`src/rtl/ctrl_pkg.sv`:
```
// Shared state encodings for the control exit/benchmark monitor.
package ctrl_pkg;

  typedef enum logic {
    RUN  = 1'b0,
    DONE = 1'b1
  } top_state_e;

  typedef enum logic {
    B_IDLE = 1'b0,
    B_RUN  = 1'b1
  } my_state_e;

endpackage

```
`src/rtl/ctrl_bench_timer.sv`:
```
// Times benchmark regions by ID and hands (id, length) pairs to a sink
// through a one-entry valid/ready buffer with a sticky overflow flag.
module ctrl_bench_timer
  import ctrl_pkg::*;
#(
  parameter int DataWidth = 32,
  parameter int CntWidth  = 64
) (
  input  logic                 clk,
  input  logic                 rst,
  input  logic                 clear,
  input  logic [DataWidth-1:0] benchmark,
  input  logic                 ready,
  output logic                 active,
  output logic                 valid,
  output logic [DataWidth-1:0] id,
  output logic [CntWidth-1:0]  cycles,
  output logic                 ovf
);

  localparam logic [CntWidth-1:0] LenMax = '1;
  localparam logic [CntWidth-1:0] LenOne = CntWidth'(1);

  my_state_e         state_q, state_d;
  logic [DataWidth-1:0] cur_id_q, cur_id_d;
  logic [CntWidth-1:0]  len_q, len_d;
  logic                 emit;

  logic                 valid_q, valid_d;
  logic [DataWidth-1:0] buf_id_q, buf_id_d;
  logic [CntWidth-1:0]  buf_len_q, buf_len_d;
  logic                 ovf_q, ovf_d;
  logic                 accept;

  always_ff @(posedge clk or posedge rst) begin
    if (rst) begin
      state_q   <= B_IDLE;
      cur_id_q  <= '0;
      len_q     <= '0;
      valid_q   <= 1'b0;
      buf_id_q  <= '0;
      buf_len_q <= '0;
      ovf_q     <= 1'b0;
    end else if (clear) begin
      state_q   <= B_IDLE;
      cur_id_q  <= '0;
      len_q     <= '0;
      valid_q   <= 1'b0;
      buf_id_q  <= '0;
      buf_len_q <= '0;
      ovf_q     <= 1'b0;
    end else begin
      state_q   <= state_d;
      cur_id_q  <= cur_id_d;
      len_q     <= len_d;
      valid_q   <= valid_d;
      buf_id_q  <= buf_id_d;
      buf_len_q <= buf_len_d;
      ovf_q     <= ovf_d;
    end
  end

  // A region ends either on a return to zero or on a switch to another ID.
  always_comb begin
    state_d  = state_q;
    cur_id_d = cur_id_q;
    len_d    = len_q;
    emit     = 1'b0;
    case (state_q)
      B_IDLE: begin
        if (benchmark != '0) begin
          cur_id_d = benchmark;
          len_d    = LenOne;
          state_d  = B_RUN;
        end
      end
      B_RUN: begin
        if (benchmark == cur_id_q) begin
          if (len_q != LenMax) begin
            len_d = len_q + LenOne;
          end
        end else if (benchmark == '0) begin
          emit    = 1'b1;
          state_d = B_IDLE;
        end else begin
          emit     = 1'b1;
          cur_id_d = benchmark;
          len_d    = LenOne;
        end
      end
      default: state_d = B_IDLE;
    endcase
  end

  // A full buffer that is being accepted this cycle can take a new entry.
  always_comb begin
    accept    = valid_q & ready;
    valid_d   = valid_q & ~accept;
    buf_id_d  = buf_id_q;
    buf_len_d = buf_len_q;
    ovf_d     = ovf_q;
    if (emit) begin
      if (!valid_q || accept) begin
        valid_d   = 1'b1;
        buf_id_d  = cur_id_q;
        buf_len_d = len_q;
      end else begin
        ovf_d = 1'b1;
      end
    end
  end

  assign active = (state_q == B_RUN);
  assign valid  = valid_q;
  assign id     = buf_id_q;
  assign cycles = buf_len_q;
  assign ovf    = ovf_q;

endmodule

```
`src/rtl/ctrl_exit_monitor.sv`:
```
// End-of-test monitor: sticky exit/timeout status plus benchmark region timing.
module ctrl_exit_monitor
  import ctrl_pkg::*;
#(
  parameter int DataWidth     = 32,
  parameter int CntWidth      = 64,
  parameter int TimeoutCycles = 0
) (
  input  logic                 clk_i,
  input  logic                 rst_i,
  input  logic [DataWidth-1:0] exit_i,
  input  logic [DataWidth-1:0] benchmark_i,
  input  logic                 clear_i,
  output logic                 done_o,
  output logic                 ok_o,
  output logic                 timeout_o,
  output logic [DataWidth-2:0] exit_code_o,
  output logic                 my_active_o,
  output logic                 my_valid_o,
  input  logic                 my_ready_i,
  output logic [DataWidth-1:0] my_id_o,
  output logic [CntWidth-1:0]  my_cycles_o,
  output logic                 my_ovf_o
);

  localparam bit                  WdEnable = (TimeoutCycles != 0);
  localparam logic [CntWidth-1:0] WdLimit  =
    (TimeoutCycles > 0) ? CntWidth'(TimeoutCycles - 1) : '0;
  localparam logic [CntWidth-1:0] CntMax   = '1;

  top_state_e           state_q, state_d;
  logic [CntWidth-1:0]  gcnt_q, gcnt_d;
  logic                 ok_q, ok_d;
  logic                 timeout_q, timeout_d;
  logic [DataWidth-2:0] code_q, code_d;

  always_ff @(posedge clk_i or posedge rst_i) begin
    if (rst_i) begin
      state_q   <= RUN;
      gcnt_q    <= '0;
      ok_q      <= 1'b0;
      timeout_q <= 1'b0;
      code_q    <= '0;
    end else if (clear_i) begin
      state_q   <= RUN;
      gcnt_q    <= '0;
      ok_q      <= 1'b0;
      timeout_q <= 1'b0;
      code_q    <= '0;
    end else begin
      state_q   <= state_d;
      gcnt_q    <= gcnt_d;
      ok_q      <= ok_d;
      timeout_q <= timeout_d;
      code_q    <= code_d;
    end
  end

  // Exit beats the watchdog when both land in the same cycle.
  always_comb begin
    state_d   = state_q;
    gcnt_d    = gcnt_q;
    ok_d      = ok_q;
    timeout_d = timeout_q;
    code_d    = code_q;
    case (state_q)
      RUN: begin
        if (gcnt_q != CntMax) begin
          gcnt_d = gcnt_q + CntWidth'(1);
        end
        if (exit_i[0]) begin
          code_d  = exit_i[DataWidth-1:1];
          ok_d    = (exit_i[DataWidth-1:1] == '0);
          state_d = DONE;
        end else if (WdEnable && (gcnt_q == WdLimit)) begin
          timeout_d = 1'b1;
          state_d   = DONE;
        end
      end
      DONE: begin
        state_d = DONE;
      end
      default: state_d = RUN;
    endcase
  end

  assign done_o      = (state_q == DONE);
  assign ok_o        = ok_q;
  assign timeout_o   = timeout_q;
  assign exit_code_o = code_q;

  ctrl_bench_timer #(
    .DataWidth(DataWidth),
    .CntWidth (CntWidth)
  ) u_bench_timer (
    .clk      (clk_i),
    .rst      (rst_i),
    .clear    (clear_i),
    .benchmark(benchmark_i),
    .ready    (my_ready_i),
    .active   (my_active_o),
    .valid    (my_valid_o),
    .id       (my_id_o),
    .cycles   (my_cycles_o),
    .ovf      (my_ovf_o)
  );

endmodule

```
`config.mk`:
```
export PLATFORM = sky130hd
export DESIGN_NAME = ctrl_exit_monitor
export DESIGN_NICKNAME = d
export VERILOG_FILES = /design/src/rtl/ctrl_pkg.sv /design/src/rtl/ctrl_bench_timer.sv /design/src/rtl/ctrl_exit_monitor.sv
export SDC_FILE = /design/constraint.sdc
export NUM_CORES = 1
export LEC_CHECK = 0
export ABC_AREA = 0
export CAP_MARGIN = 20
export CELL_PAD_IN_SITES_DETAIL_PLACEMENT = 2
export CELL_PAD_IN_SITES_GLOBAL_PLACEMENT = 2
export CORE_ASPECT_RATIO = 1.4
export CORE_MARGIN = 10
export CORE_UTILIZATION = 35
export CTS_BUF_LIST = sky130_fd_sc_hd__clkbuf_4 sky130_fd_sc_hd__clkbuf_8
export DETAILED_ROUTE_END_ITERATION = 8
export PLACE_DENSITY_LB_ADDON = 0.1
export SETUP_SLACK_MARGIN = 0.05
export SYNTH_ARGS = -nofsm -noshare
export SYNTH_HDL_FRONTEND = slang
export SYNTH_HIERARCHICAL = 1
export SYNTH_SLANG_ARGS = --single-unit
```
`constraint.sdc`:
```
create_clock -name clk_i -period 8.6 [get_ports clk_i]
set_clock_uncertainty 0.1 [all_clocks]
set_input_delay 1.72 -clock clk_i [delete_from_list [all_inputs] [get_ports clk_i]]
set_output_delay 1.72 -clock clk_i [all_outputs]
set_load 0.01 [all_outputs]
```
==> results.md <==
| Quantity | Value | Unit |
| --- | --- | --- |
| Number of instances in the synthesized netlist | 893 | - |
| Required @ worst endpoint | 8.99 | ns |
| Routed via count divided by cell count | 5.652 | - |
| Number of antenna violations at the first check in global routing | 0 | - |
| Min cycle time layout | 4.943 | ns |
| Per-cell routed wire length | 23.29 | µm |
| Setup repair after global routing missed its margin | false | - |
| Share of synthesized registers carrying an async set or reset | 1.000 | - |
| Signal arrival time at the worst endpoint | 5.33 | ns |
| CTS tree | done | - |
| Number of global-route vias before repair | 9193 | - |
| Number of stages on the worst hold path | 1 | - |
| Setup fix buffers added after clock tree synthesis | 0 | - |
| Number of nets with antenna violations after detailed routing | 0 | - |
| Relative area change from synthesis to final layout | 31.03 | % |
| CP Max Fanout | 29 | - |
| Dominant synthesized flop cell | dfrtp_1 | - |
| Quantity of hold-fixing buffers added after cts | 0 | - |
| GPL Wtd Cong | 0.7747 | - |
| CTS clk-pin slew, worst paths | 0.06 | ns |
| Gr usage total | 0.1890 | - |
| HPWL after detailed placement | 23710 | µm |
| Power density over the cells | 180.5 | nW/µm² |
| Largest net degree at the start of global routing | 137 | - |
| Type of element launching the critical path | input port | - |
| Capturing element type of the critical path | flop | - |
| Antenna diode count | 0 | - |
| Count of state elements after synthesis | 228 | - |
| Slowest cell on the critical path | nand3_1 | - |
| Count of TritonRoute iterations in the first routing pass | 4 | - |
| Number of setup violations in the final report | 0 | - |
| Min-delay worst type | reg -> reg | - |
| Number of rows created at floorplan | 73 | - |
| Most area-consuming cells after synthesis | dfrtp_1, a22o_1, xor2_1 | - |
| Average cell area after synthesis | 11.33 | µm² |
| Total detailed-routing wirelength | 34580 | µm |
| Total gr overflow | 0 | - |
| Headroom to the max-slew limit | 0.3491 | - |
| Max-cap violations | 0 | - |
| Clock root cell | clkbuf_8 | - |
| Die X-Extent | 163.7 | µm |
| CP peak stage delay | 0.61 | ns |
| Number of flops mapped to enable cells by yosys | 0 | - |
| Achievable frequency | 202.3 | MHz |
| Area share of the largest cell type after synthesis | 0.5641 | - |
| Clock sinks | 228 | - |
| Filler cell count | 2931 | - |
| Top-Level Pins | 201 | - |
| Warning count from the yosys run | 6 | - |
| Number of nets in the finished design | 1150 | - |
| Drc violations | 0 | - |
| Starting utilization of the core area | 0.3549 | - |
| Synth unique cells | 51 | - |
| Logic depth of the worst register-to-register path | 8 | - |
| Via count of the routed design | 8393 | - |
| VDD IR max | 119.2 | µV |
| Number of buffers on the longest clock path | 3 | - |
| Post-Syn Nets | 962 | - |
| TritonCTS buffer count | 39 | - |
| Area enclosed by the die boundary | 36190 | µm² |
| Post-synthesis instance area | 10110 | µm² |
| Most common cell type on the critical path | nand3_1 | - |
| Quantity of gates resized following cts | 0 | - |
| Library cell occupying the most area in the post-synthesis netlist | dfrtp_1 | - |
| Post-synthesis sequential area ratio | 0.5641 | - |
| Leak pwr | 5.717 | nW |
| Number of levels in the clock H-tree | 2 | - |
| Worst skew pair latency | 0.56 | ns |
| Number of failing hold endpoints at the final stage | 0 | - |
| Sum Neg Setup Slack | 0 | ns |
| Initial DRC Count | 385 | - |
| Setup CP Type | in -> reg | - |
| Critical path, cell by cell | clkdlybuf4s50_1, xor2_1, nor4_1, nand4_1, nor3_2, nand3_1, buf_4, or4_1, nand3_1 | - |
| Number of port buffers | 199 | - |
| Fraction of layout instances using a drive strength above 1 | 0.09730 | - |
| Period Utilization, post-route | 0.5748 | - |
| Run status | completed | - |
| Util after Layout | 0.4650 | - |
| Slew at the pin closest to its max-slew limit | 0.9764 | ns |
| Global-route wire length before repair | 55620 | µm |
| Max-slew violation total from the final report | 0 | - |
| Area of the core | 28500 | µm² |
| Die Height | 221.1 | µm |
-- synth_stat cells, drive strengths merged (14+ instances only) --
cell type,instances
nand2,33
and3,14
o31ai,28
nand3,47
nor4,31
a21oi,19
xor2,33
nor2,43
nand4,31
inv,14
a22o,159
o21ai,62
buf,37
clkbuf,27
dfrtp,228
-- sequential cells by signal (all words and copies together), names as in the netlist, 31 cells and up --
signal and flops:
u_bench_timer/len_q 64, u_bench_timer/id 32, u_bench_timer/cycles 64, exit_code_o 31, u_bench_timer/cur_id_q 32
-- worst max-delay path: cells and delay by family --
| family | cells | cell delay, ns |
|---|---|---|
| and+or+nand+nor | 6 | 2.48 |
| buffers and inverters | 2 | 0.93 |
| xor gates and xnor gates | 1 | 0.17 |
-- path summary, 6_finish.rpt --
check,from,to,slack (ns)
hold reg to reg,u_bench_timer/cycles[21],u_bench_timer/cycles[21],0.40
hold / removal,u_bench_timer/cycles[21],u_bench_timer/cycles[21],0.40
min in group asynchronous,rst_i,exit_code_o[15],1.66
setup / recovery,benchmark_i[3],u_bench_timer/len_q[49],3.66
max in group asynchronous,rst_i,u_bench_timer/cycles[42],5.28
setup reg to reg,u_bench_timer/cur_id_q[3],u_bench_timer/len_q[49],4.87
-- through the flow --
step	setup WS (ns)	hold WS [ns]	total power, mW	cell area (µm²)	std cells
floorplan	1.468	0.3592	1.213	10110	893
CTS	3.629	0.4085	2.439	13250	1485
detailed placement	3.108	0.3901	1.317	12380	1415
global route	3.400	0.4221	2.505	13250	1485
finish	3.657	0.4031	2.392	13250	1485
global placement	3.128	0.3873	1.314	12360	1414
-- routing by layer --
metal / vias up / global-route usage / share of wire
li1: 3811 / - / -
met1: 4371 / 0.2348 / 0.42
met2: 170 / 0.3232 / 0.51
met3: 41 / 0.04292 / 0.049
met4: 0 / 0.04552 / 0.019
met5: - / 0 / 0
-- logic make-up after synthesis --
logic type	synth area share
AO/OA/AOI/OAI	0.2284
XOR/XNOR	0.02858
adder cells (fa/ha/maj)	0.001237
buffers and inverters	0.03823
flip-flops	0.5641
multiplexers	0.0009898
other	0.0003708
AND/OR/NAND/NOR	0.1381
-- cells in the final DEF (no fill, tap or decap), types with 3 or more instances in the layout --
cell,instances
a21oi_1,19
a22o_1,159
a31oi_1,13
and2_1,4
and3_1,14
and4_1,6
buf_4,11
clkbuf_4,10
clkbuf_8,51
clkdlybuf4s50_1,199
clkinv_2,6
dfrtp_1,228
inv_1,13
nand2_1,33
nand3_1,45
nand4_1,27
nand4_2,4
nor2_1,40
nor2_2,3
nor2b_1,4
nor3_1,6
nor3_2,5
nor4_1,30
o211ai_1,3
o21ai_0,57
o21ai_1,5
o311ai_0,4
o31ai_1,27
o41ai_1,9
or3_1,10
or4_1,4
xor2_1,33
-- power by group --
part	switching, mW	internal [mW]
clock network	0.461	0.635
registers	0.0190	1.10
logic	0.0986	0.0815
total	0.578	1.81
-- layout make-up --
cell class,instances,area [µm²],share of cell area
Clock buffer,61,777.0,0.05863
Clock inverter,9,97.59,0.007365
Inverter,14,60.06,0.004532
Multi-Input combinational cell,587,4053,0.3058
Sequential cell,228,5705,0.4306
Tap cell,375,469.2,0.03541
Timing Repair Buffer,211,2090,0.1577
(Power assumes the default switching activity.)
